===== src/rtl/alarma_scheduler.sv =====
// Four-slot alarm scheduler: minute-tick matching, ring/snooze FSM, single ring request to suna.
// Latency: semnal rises one clock after the tick cycle that matches; stop/snooze take effect at the next edge.
// No backpressure: stop/snooze are level inputs sampled every cycle, and load is a one-cycle strobe.
module alarma_scheduler #(
  parameter int SNOOZE_MIN = 10,
  parameter int MAX_SNOOZE = 3
) (
  input  logic       clock,
  input  logic       reset,
  input  logic [5:0] minute_counter,
  input  logic [4:0] ore_counter,
  input  logic       load,
  input  logic [1:0] slot_sel,
  input  logic [5:0] minute_setare,
  input  logic [4:0] ore_setare,
  input  logic       enable_setare,
  input  logic       stop,
  input  logic       snooze,
  output logic       semnal,
  output logic [1:0] slot_activ,
  output logic [3:0] slot_en,
  output logic       snoozed
);

  typedef enum logic [1:0] {IDLE, RING, SNOOZED} state_t;

  state_t     state, state_nxt;
  logic [5:0] prev_min;
  logic [1:0] snz_cnt, snz_cnt_nxt;
  logic [4:0] tgt_h, tgt_h_nxt;
  logic [5:0] tgt_m, tgt_m_nxt;
  logic [1:0] act, act_nxt;

  logic [3:0] en_r;
  logic [4:0] slot_h [4];
  logic [5:0] slot_m [4];

  logic       tick;
  logic       load_ok;
  logic       load_act;
  logic       hit;
  logic [1:0] hit_idx;
  logic [6:0] m_sum;
  logic [6:0] m_wrap;
  logic       wrap;
  logic [5:0] snz_m;
  logic [4:0] snz_h;

  assign tick     = (minute_counter != prev_min);
  assign load_ok  = (minute_setare <= 6'd59) && (ore_setare <= 5'd23);
  assign load_act = load && load_ok && (slot_sel == act);
  assign slot_en  = en_r;

  // Scan from the top so the lowest matching index is the one left standing.
  always_comb begin
    hit     = 1'b0;
    hit_idx = 2'd0;
    for (int k = 3; k >= 0; k--) begin
      if (en_r[k] && (slot_h[k] == ore_counter) && (slot_m[k] == minute_counter)) begin
        hit     = 1'b1;
        hit_idx = 2'(k);
      end
    end
  end

  always_comb begin
    m_sum  = {1'b0, minute_counter} + 7'(SNOOZE_MIN);
    m_wrap = m_sum - 7'd60;
    wrap   = (m_sum >= 7'd60);
    snz_m  = wrap ? m_wrap[5:0] : m_sum[5:0];
    if (wrap) snz_h = (ore_counter == 5'd23) ? 5'd0 : ore_counter + 5'd1;
    else      snz_h = ore_counter;
  end

  always_comb begin
    state_nxt   = state;
    act_nxt     = act;
    snz_cnt_nxt = snz_cnt;
    tgt_h_nxt   = tgt_h;
    tgt_m_nxt   = tgt_m;
    case (state)
      IDLE: begin
        if (tick && hit) begin
          state_nxt   = RING;
          act_nxt     = hit_idx;
          snz_cnt_nxt = 2'd0;
        end
      end
      RING: begin
        if (stop || load_act) begin
          state_nxt = IDLE;
        end else if (snooze || tick) begin
          // An unanswered minute counts as a snooze.
          if (snz_cnt == 2'(MAX_SNOOZE)) begin
            state_nxt = IDLE;
          end else begin
            state_nxt   = SNOOZED;
            tgt_h_nxt   = snz_h;
            tgt_m_nxt   = snz_m;
            snz_cnt_nxt = snz_cnt + 2'd1;
          end
        end
      end
      SNOOZED: begin
        if (stop || load_act) begin
          state_nxt = IDLE;
        end else if (tick && (ore_counter == tgt_h) && (minute_counter == tgt_m)) begin
          state_nxt = RING;
        end
      end
      default: state_nxt = IDLE;
    endcase
  end

  // prev_min tracks the counter even during reset so release causes no spurious tick.
  always_ff @(posedge clock) begin
    prev_min <= minute_counter;
  end

  always_ff @(posedge clock) begin
    if (reset) begin
      state      <= IDLE;
      act        <= 2'd0;
      snz_cnt    <= 2'd0;
      tgt_h      <= 5'd0;
      tgt_m      <= 6'd0;
      en_r       <= 4'b0000;
      semnal     <= 1'b0;
      slot_activ <= 2'd0;
      snoozed    <= 1'b0;
      for (int k = 0; k < 4; k++) begin
        slot_h[k] <= 5'd0;
        slot_m[k] <= 6'd0;
      end
    end else begin
      state      <= state_nxt;
      act        <= act_nxt;
      snz_cnt    <= snz_cnt_nxt;
      tgt_h      <= tgt_h_nxt;
      tgt_m      <= tgt_m_nxt;
      semnal     <= (state_nxt == RING);
      snoozed    <= (state_nxt == SNOOZED);
      slot_activ <= (state_nxt == IDLE) ? 2'd0 : act_nxt;
      if (load && load_ok) begin
        en_r[slot_sel]   <= enable_setare;
        slot_h[slot_sel] <= ore_setare;
        slot_m[slot_sel] <= minute_setare;
      end
    end
  end

endmodule


===== config.mk =====
export PLATFORM = sky130hd
export DESIGN_NAME = alarma_scheduler
export DESIGN_NICKNAME = d
export VERILOG_FILES = /design/src/rtl/alarma_scheduler.sv
export SDC_FILE = /design/constraint.sdc
export NUM_CORES = 1
export LEC_CHECK = 0
export BUFFER_PORTS_ARGS = -buffer_cell sky130_fd_sc_hd__clkbuf_2
export CAP_MARGIN = 30
export CORE_AREA = 3 3 109 111
export CTS_BUF_LIST = sky130_fd_sc_hd__clkbuf_8
export DETAILED_ROUTE_END_ITERATION = 10
export DIE_AREA = 0 0 112 114
export PLACE_DENSITY_LB_ADDON = 0.05
export SLEW_MARGIN = 30
export SYNTH_ARGS = -nofsm -noshare
export SYNTH_HDL_FRONTEND = slang
export SYNTH_SLANG_ARGS = --single-unit

===== constraint.sdc =====
create_clock -name clock -period 1.98 [get_ports clock]
set_clock_uncertainty 0.2 [all_clocks]
set_input_delay 0.198 -clock clock [delete_from_list [all_inputs] [get_ports clock]]
set_output_delay 0.198 -clock clock [all_outputs]
set_load 0.02 [all_outputs]

After elaboration in Yosys (flattened, before gate mapping)
Memories as Yosys holds them, arrays and structs flattened.
Index checks and enable logic that the tools add are counted.
{"block": "op_classes", "add_sub_neg": 4, "n_mul": 0, "div_mod_pow": 0, "n_lt_le_gt_ge": 5, "n_eq_ne": 22, "shift": 0, "mux": 39, "bitwise_logic": 2, "reduce_logical": 25}
{"cell": "2-bit 2-to-1 mux", "count": 18}
{"cell": "6-bit == test", "count": 5}
{"cell": "5-bit == test", "count": 5}
{"cell": "1-bit logical AND", "count": 15}
{"cell": "5-bit 2-to-1 mux", "count": 3}
{"cell": "1-bit 2-to-1 mux", "count": 12}
{"cell": "6-bit 2-to-1 mux", "count": 2}
{"cell": "2-bit inequality test (second input constant)", "count": 4}
{"cell": "6-bit by 4-bit adder with 7-bit output (second input constant)", "count": 1}
{"cell": "7-bit by 6-bit >= comparator with 1-bit output (second input constant)", "count": 1}
{"cell": "2-bit == test (second input constant)", "count": 3}
{"cell": "6-bit <= comparator (second input constant)", "count": 1}
{"cell": "6-bit inequality test", "count": 1}
{"cell": "2-bit case mux with 3 select lines", "count": 1}
{"cell": "6-bit OR reduction", "count": 1}
{"cell": "6-bit subtractor (second input constant)", "count": 1}
{"cell": "5-bit by 1-bit adder with 5-bit output (second input constant)", "count": 1}
{"cell": "5-bit == test (second input constant)", "count": 1}
{"cell": "5-bit <= comparator (second input constant)", "count": 1}
{"cell": "5-bit AND reduction", "count": 1}
{"cell": "5-bit OR reduction", "count": 1}
{"cell": "4-bit bitwise mux", "count": 1}
{"cell": "2-bit by 1-bit == test with 1-bit output (second input constant)", "count": 2}
{"cell": "2-bit zero test", "count": 2}
{"cell": "other kinds (11)", "count": 13}
{"block": "totals", "reg_bits": 31, "latch_bits": 0, "mem_bits_rw": 44, "mem_bits_ro": 0, "out_inout_bits": 8, "wordCells": 109, "memories": 2}
{"name": "slot_m", "words": 4, "word_bits": 6, "read_ports": 4, "rd_ports_with_merged_regs": 0, "wr": 4, "line_no": "36", "rtl": "logic [5:0] slot_m [4];"}
{"name": "slot_h", "words": 4, "word_bits": 5, "read_ports": 4, "rd_ports_with_merged_regs": 0, "wr": 4, "line_no": "35", "rtl": "logic [4:0] slot_h [4];"}

Depth between registers and ports, before layout
Gate-level depths: netlist (run 1).
{"block": "logic_depth", "word_depth": 12, "depth_mapped": 10, "depth_no_buf": 9}

Worst setup path after synthesis (run 1)
Ideal clock, no wire load.
{"block": "synth_path", "path_type": "input -> register", "start": "input port minute_counter[1]", "end": "register tgt_h[0]", "setup_time_ps": 92, "arrival_time_ps": 1886, "t_required_ps": 1688, "slack_ps": -199, "cell_stages": 10, "n_path_buf": 1, "cell_sequence": "ha_1 -> xnor2_1 -> ha_1 -> nand2_1 -> o2bb2ai_1 -> o21ai_1 -> and2_1 -> buf_6 -> xor2_1 -> o32ai_1"}
{"block": "synth_via", "elab_chain_len": 3, "word_cells_on_any_way": 6}
{"element": "start, declared", "line_no": "10", "rtl": "input logic [5:0] minute_counter,"}
{"element": "6-bit by 4-bit adder with 7-bit output or 6-bit inequality test (tied branches)", "line_no": "67, 49"}
{"element": "7-bit by 6-bit >= comparator with 1-bit output or 1-bit logical OR (tied branches)", "line_no": "69, 92"}
{"element": "5-bit 2-to-1 mux or 4-bit AND reduction (tied branches)"}
{"element": "end signal, assigned", "line_no": "139", "rtl": "tgt_h <= tgt_h_nxt;"}
{"element": "end, declared", "line_no": "30", "rtl": "logic [4:0] tgt_h, tgt_h_nxt;"}
Several ways; a longest one is shown, not always the timed one.
A chain may end at the register's enable or synchronous reset.

==> run summary, run 1 <==
Post-synthesis adder-cell area fraction = 1.306%
CTS tree = yes
Initial antenna violation count = 0
IO Port Bufs = 37
Slew margin rel. = 55.20%
Unrepaired setup endpoints after global routing = yes
Final antenna-violating net count = 0
Max Buffers Root-to-Sink = 2
Die W = 112 um
Least-Margin Pin Slew = 671.3 ps
Clock Sinks = 75
Via count = 2934
H-tree depth = 3
CTS Buf Count = 9
DR iter-0 viols = 107
Post-synth top area share = 34.49%
Fmax = 491.6 MHz
Post-synth EDFFs = 44
Largest family of logic cells by synthesized area = simple AND/OR/NAND/NOR gates
Global-route wire length before repair = 16.55 mm
Post-synthesis mux area share = 2.384%
Synth Warn # = 0
Sequential-to-total area share from yosys stat = 50.69%
Complex-gate fraction of the synthesized area = 8.132%
Final HPWL DP = 7.882 mm
PnR worst setup slack = -54.10 ps
Fin Setup TNS = -109.6 ps
RR Startpoint = slot_h[1][2]
Nets = 493
Mapped Cells = 364
Endpoints failing hold = 0
M1 WL = 4.618 mm
Syn_nets = 398
Worst skew pair latency = 350 ps
Remaining global-route overflow = 0
Max-cap check violation count = 0
Crit share post-route = 102.7%
Top cells by count, synth = xnor2_1, edfxtp_1, nor2_1, dfxtp_1, nand2_1
Flops & latches, synth = 75
Crit end category = flop
Mapped Avg Cell Area = 10.53 um^2
Core area = 0.01089 mm^2
Slowest cell delay on critical path = 420 ps
Cell variety after synth = 51
Pin count of the biggest net entering global routing = 28
Xor and xnor area share after synthesis = 15.55%
WHS Endpoint = slot_h[0][2]
Met3 routed WL = 284 um
Vias in the first global route = 3126
Uppermost layer routed = met4
Largest area contributor in the netlist = edfxtp_1
FP Rows = 38
Top-count cell post-synth = xnor2_1
Setup violations, final = 6
Top Ports = 38
CP startpoint kind = flop
Post-route design area = 0.005011 mm^2
Top FF cell, synth = edfxtp_1
Failing checks = setup timing
Arrival @ worst endpoint = 2080 ps
Die Area = 0.01277 mm^2
Outcome = finished with violations
DRT Pass-1 Iters = 4
Critical path peak fanout = 4
Worst hold-check path type = input pin to flop
Hold Path Cell Cnt = 2
Initial core utilization = 35.19%
Critical-path cell list = xnor2_1 -> nand4_1 -> or3_4 -> nand4b_1 -> a21oi_2 -> mux2_4
Power density cells = 693.9 mW/mm^2
Peak VDD IR = 398.0 uV
GRT Total Usage = 17.12%
Critical Path RT = 2030 ps
Synth Area in Simple Gates = 17.47%
Mapped Area = 0.003831 mm^2
Fin crit period = 2034 ps
WL met2 = 5.224 mm
GP Congestion = 0.7900
Top delay family on crit path = simple AND/OR/NAND/NOR gates
Root Driver = clkbuf_8
Top cells by area, synth = edfxtp_1, dfxtp_1, xnor2_1
CP Buf/Inv Count = 0
WL/cell = 17.18 um
Final WL = 10.36 mm
P_leak = 1.995 nW
Hold Path Origin = ore_setare[2]
Crit path kind = flop to flop
Area post-placement = 0.004621 mm^2
Post-synth ARST share = 0%
# fillers = 1066
DRC = 0
CP max stage cell = or3_4
Worst r2r dst = snz_cnt[1]
Antenna diode count = 0
Area delta synth->final = 30.80%
Layout cell share with drive strength beyond 1 = 30.67%
R2R Setup Slk = -50 ps
Worst-case reg-to-reg path depth = 6
DR vias/cell = 4.866
Reg clk slew, reported paths = 80 ps
Max-slew violation count = 0
Die Height = 114 um
-- stage by stage --
step / utilization [%] / setup WS (ps) / std cells / hold slack [ps] / power (mW)
finish: 46.02 / -54.10 / 603 / 12.33 / 3.477
global route: 46.02 / -117.2 / 603 / 18.68 / 3.628
CTS: 45.41 / -55.39 / 603 / 7.265 / 3.514
detailed placement: 42.44 / -307.6 / 578 / 229.7 / 2.311
global placement: 42.42 / -306.2 / 578 / 226.1 / 2.308
floorplan: - / 12.11 / 364 / 25.72 / 2.089
-- flip-flops by register name (all words and copies together) (netlist names) --
name and flops:
act 2, slot_h 20, slot_activ 2, semnal 1, snoozed 1, state 2
tgt_h 5, snz_cnt 2, prev_min 6, slot_m 24, slot_en 4, tgt_m 6
-- layout make-up --
type | count | area (um^2) | share of cell area [%]
multi-input combinational | 254 | 1852 | 36.95
inverter | 13 | 48.80 | 0.9738
sequential | 75 | 1944 | 38.80
timing repair buffer | 106 | 800.8 | 15.98
clock inverter | 6 | 66.31 | 1.323
clock buffer | 9 | 123.9 | 2.472
tap | 140 | 175.2 | 3.496
-- layer usage --
| metal | up-vias | global-route usage, % |
|---|---|---|
| met1 | 1402 | 20.62 |
| met5 | - | 0 |
| met4 | 0 | 7.853 |
| met3 | 21 | 2.812 |
| li1 | 1462 | - |
| met2 | 49 | 30.10 |
-- cell families (layout without fill, tap and decap cells) --
family | Yosys count | in the layout
xor+xnor | 68 | 68
buf+inv | 35 | 134
compound gates | 43 | 43
mux | 9 | 9
flops | 75 | 75
simple gates | 130 | 130
fa+ha+maj | 4 | 4
-- what timing repair did --
action | CTS | global route
setup buffers | 1 | 0
resized for setup | 6 | 16
endpoints found under the hold margin | 12 | 0
pin swaps | 5 | 3
setup endpoints to repair | 14 | 19
hold buffers | 9 | 0
-- worst max-delay path by stage --
| stage | startpoint | to | slack (ps) | depth (start not counted) |
|---|---|---|---|---|
| CTS | tgt_m[4] | slot_activ[0] | -60 | 6 |
| global placement | minute_counter[3] | slot_activ[0] | -310 | 7 |
| detailed placement | minute_counter[2] | tgt_h[4] | -310 | 10 |
| finish | slot_h[1][2] | snz_cnt[1] | -50 | 6 |
| floorplan | minute_counter[1] | tgt_h[0] | 10 | 10 |
| global route | tgt_m[4] | slot_activ[0] | -120 | 6 |
-- cells in the final DEF (no fill, tap or decap), types with 5 or more instances in the layout --
cell	instances
clkbuf_8	9
mux2i_1	8
buf_4	54
nand2b_1	9
xor2_1	9
clkbuf_2	37
a21oi_1	8
nor3_1	5
and3_1	13
buf_12	6
xnor2_1	55
inv_1	13
dlygate4sd3_1	9
dfxtp_1	29
nand4_1	14
nand2_1	19
edfxtp_1	44
nor2_1	43
-- report_power, final --
part | switching [mW] | total (mW) | internal (mW) | leakage (nW)
Combinational | 0.269 | 0.532 | 0.264 | 1.22
Clock | 0.604 | 1.18 | 0.577 | 0.0894
Sequential | 0.0370 | 1.76 | 1.73 | 0.681
Total | 0.910 | 3.48 | 2.57 | 1.99
Note: power is estimated with default switching activity, not from simulation.
==> run 2, diff against run 1 <==
--- a/config.mk
+++ b/config.mk
@@ -12,6 +12,7 @@
 export DETAILED_ROUTE_END_ITERATION = 10
 export DIE_AREA = 0 0 112 114
 export PLACE_DENSITY_LB_ADDON = 0.05
+export RECOVER_POWER = 50
 export SLEW_MARGIN = 30
 export SYNTH_ARGS = -nofsm -noshare
 export SYNTH_HDL_FRONTEND = slang
==> run summary, run 2 (synthesized netlist as in run 1, its figures left out) <==
GP Congestion = 0.7900 (unchanged)
CTS Buf Count = 9 (unchanged)
M1 GR Usage = 20.62% (unchanged)
Remaining global-route overflow = 0 (unchanged)
DRT Pass-1 Iters = 4 (unchanged)
Worst skew pair latency = 350 ps (about the same)
Die Height = 114 um (unchanged)
Slowest cell delay on critical path = 420 ps (about the same)
Global route hottest layer = met2 (unchanged)
Failing checks = setup timing (unchanged)
CP startpoint kind = flop (unchanged)
Biggest regs = slot_m (24), slot_h (20) (unchanged)
Cell count after placement = 578 (unchanged)
FP Rows = 38 (unchanged)
Fin crit period = 2027 ps (was 2034 ps)
Area delta synth->final = 30.76% (was 30.80%)
Most common cell after layout, fill and taps aside = xnor2_1 (unchanged)
# fillers = 1067 (was 1066)
Via count = 2944 (was 2934)
Layout cell share with drive strength beyond 1 = 30.45% (was 30.67%)
H-tree depth = 3 (unchanged)
Critical path peak fanout = 4 (unchanged)
P_sw = 0.9098 mW (was 0.9099 mW)
Combinational Power Share = 15.3% (about the same)
IO Port Bufs = 37 (unchanged)
Critical Path RT = 2030 ps (about the same)
DR iter-0 viols = 105 (was 107)
Sequential share of power = 50.7% (about the same)
Crit share post-route = 102.4% (was 102.7%)
Crit end category = flop (unchanged)
Register area = 0.001944 mm^2 (unchanged)
Endpoints failing hold = 0 (unchanged)
Area of the multi-input gates = 0.001852 mm^2 (unchanged)
Worst hold-check path type = input pin to flop (unchanged)
Clock share of power = 34.0% (about the same)
Antenna diode count = 0 (unchanged)
Worst hold slack = 12.03 ps (was 12.33 ps)
DRC = 0 (unchanged)
Unrepaired setup endpoints after global routing = yes (unchanged)
Outcome = finished with violations (unchanged)
Max reg flops = 24 (unchanged)
Initial core utilization = 35.19% (unchanged)
Commonest non-fill, non-tap cells in the layout = xnor2_1, buf_4, edfxtp_1 (unchanged)
GR Layer Usage met2 = 30.10% (unchanged)
P_leak = 1.992 nW (was 1.995 nW)
Core area = 0.01089 mm^2 (unchanged)
PnR worst setup slack = -47.40 ps (was -54.10 ps)
Max Buffers Root-to-Sink = 2 (unchanged)
Peak VDD IR = 398.5 uV (was 398.0 uV)
Biggest register = slot_m (unchanged)
Setup violations, final = 5 (was 6)
WL/cell = 17.14 um (was 17.18 um)
Root Driver = clkbuf_8 (unchanged)
Critical-path cell list = xnor2_1 -> nand4_1 -> or3_4 -> nand4b_1 -> a21oi_2 -> mux2_4 (unchanged)
Crit path kind = flop to flop (unchanged)
Arrival @ worst endpoint = 2070 ps (was 2080 ps)
Least-Margin Pin Slew = 670.1 ps (was 671.3 ps)
Slew margin rel. = 55.28% (was 55.20%)
Power density cells = 694.0 mW/mm^2 (was 693.9 mW/mm^2)
Die W = 112 um (unchanged)
Die Area = 0.01277 mm^2 (unchanged)
R2R Setup Slk = -50 ps (about the same)
Final non-filler cell total = 603 (unchanged)
Fmax = 493.2 MHz (was 491.6 MHz)
DR vias/cell = 4.882 (was 4.866)
Final HPWL DP = 7.882 mm (unchanged)
Pin count of the biggest net entering global routing = 28 (unchanged)
Vias in the first global route = 3126 (unchanged)
Nets = 493 (unchanged)
Max-slew violation count = 0 (unchanged)
Met3 Track Usage GR = 2.812% (unchanged)
CP max stage cell = or3_4 (unchanged)
Final WL = 10.34 mm (was 10.36 mm)
Reg clk slew, reported paths = 80 ps (about the same)
Initial antenna violation count = 0 (unchanged)
GRT Total Usage = 17.12% (unchanged)
Sw Ratio = 26.17% (about the same)
Final antenna-violating net count = 0 (unchanged)
Clock Sinks = 75 (unchanged)
CTS tree = yes (unchanged)
Global-route wire length before repair = 16.55 mm (unchanged)
Top Ports = 38 (unchanged)
Tot Pwr = 3.477 mW (about the same)
Internal Pwr Total = 2.567 mW (about the same)
Max-cap check violation count = 0 (unchanged)
## run 2: stage by stage
step           TNS, ps  utilization, %  worst slack (ps)  area (um^2)
2_1_floorplan        0               -             12.11         3875
3_3_place_gp     -6792           42.42            -306.2         4618
3_5_place_dp     -4504           42.44            -307.6         4621
4_1_cts         -267.6           45.41            -55.39         4945
5_1_grt         -656.7           46.01            -117.2         5010
6_report        -100.7           46.01            -47.40         5010
## run 2: area by class of cell
class / instances / share of cell area [%]
Inverter: 13 / 0.9740
Tap cell: 140 / 3.497
Clock buffer: 9 / 2.473
Sequential cell: 75 / 38.81
Multi-Input combinational cell: 254 / 36.96
Timing Repair Buffer: 106 / 15.96
Clock inverter: 6 / 1.324
## run 2: worst max-delay path, delay by kind of cell, from the launching register on
| kind | cells | cell delay (ps) |
|---|---|---|
| XOR/XNOR | 1 | 200 |
| flip-flops | 1 | 380 |
| multiplexers | 1 | 310 |
| AND/OR/NAND/NOR | 3 | 720 |
| AO/OA/AOI/OAI | 1 | 110 |
## run 2: power by group through the flow
stage	Clock, mW	Combinational [mW]	Sequential (mW)
final	1.18	0.532	1.76
after CTS	1.22	0.534	1.76
after floorplan	0	0.297	1.79
after detailed placement	0	0.512	1.80
after global routing	1.28	0.581	1.77
after global placement	0	0.509	1.80
## run 2: final timing paths
path | start | endpoint | depth (start not counted)
min reg2reg | tgt_m[5] | tgt_m[5] | 2
min | ore_setare[2] | slot_h[0][2] | 2
max reg2reg | slot_h[1][2] | snz_cnt[1] | 6
max | slot_h[1][2] | snz_cnt[1] | 6
## run 2: repair_timing
| action | CTS | global route |
|---|---|---|
| endpoints found under the setup margin | 14 | 19 |
| buffers inserted | 1 | 0 |
| endpoints found under the hold margin | 12 | 0 |
| hold buffers | 9 | 0 |
| pin swaps | 5 | 3 |
| gates resized for setup | 6 | 16 |
## run 2: metal layers
| metal | wire (um) | vias to the layer above | part of all wire [%] |
|---|---|---|---|
| li1 | - | 1462 | - |
| met1 | 4592 | 1404 | 44 |
| met2 | 5200 | 55 | 50 |
| met3 | 292 | 23 | 2.8 |
| met4 | 252 | 0 | 2.4 |
| met5 | 0 | - | 0 |
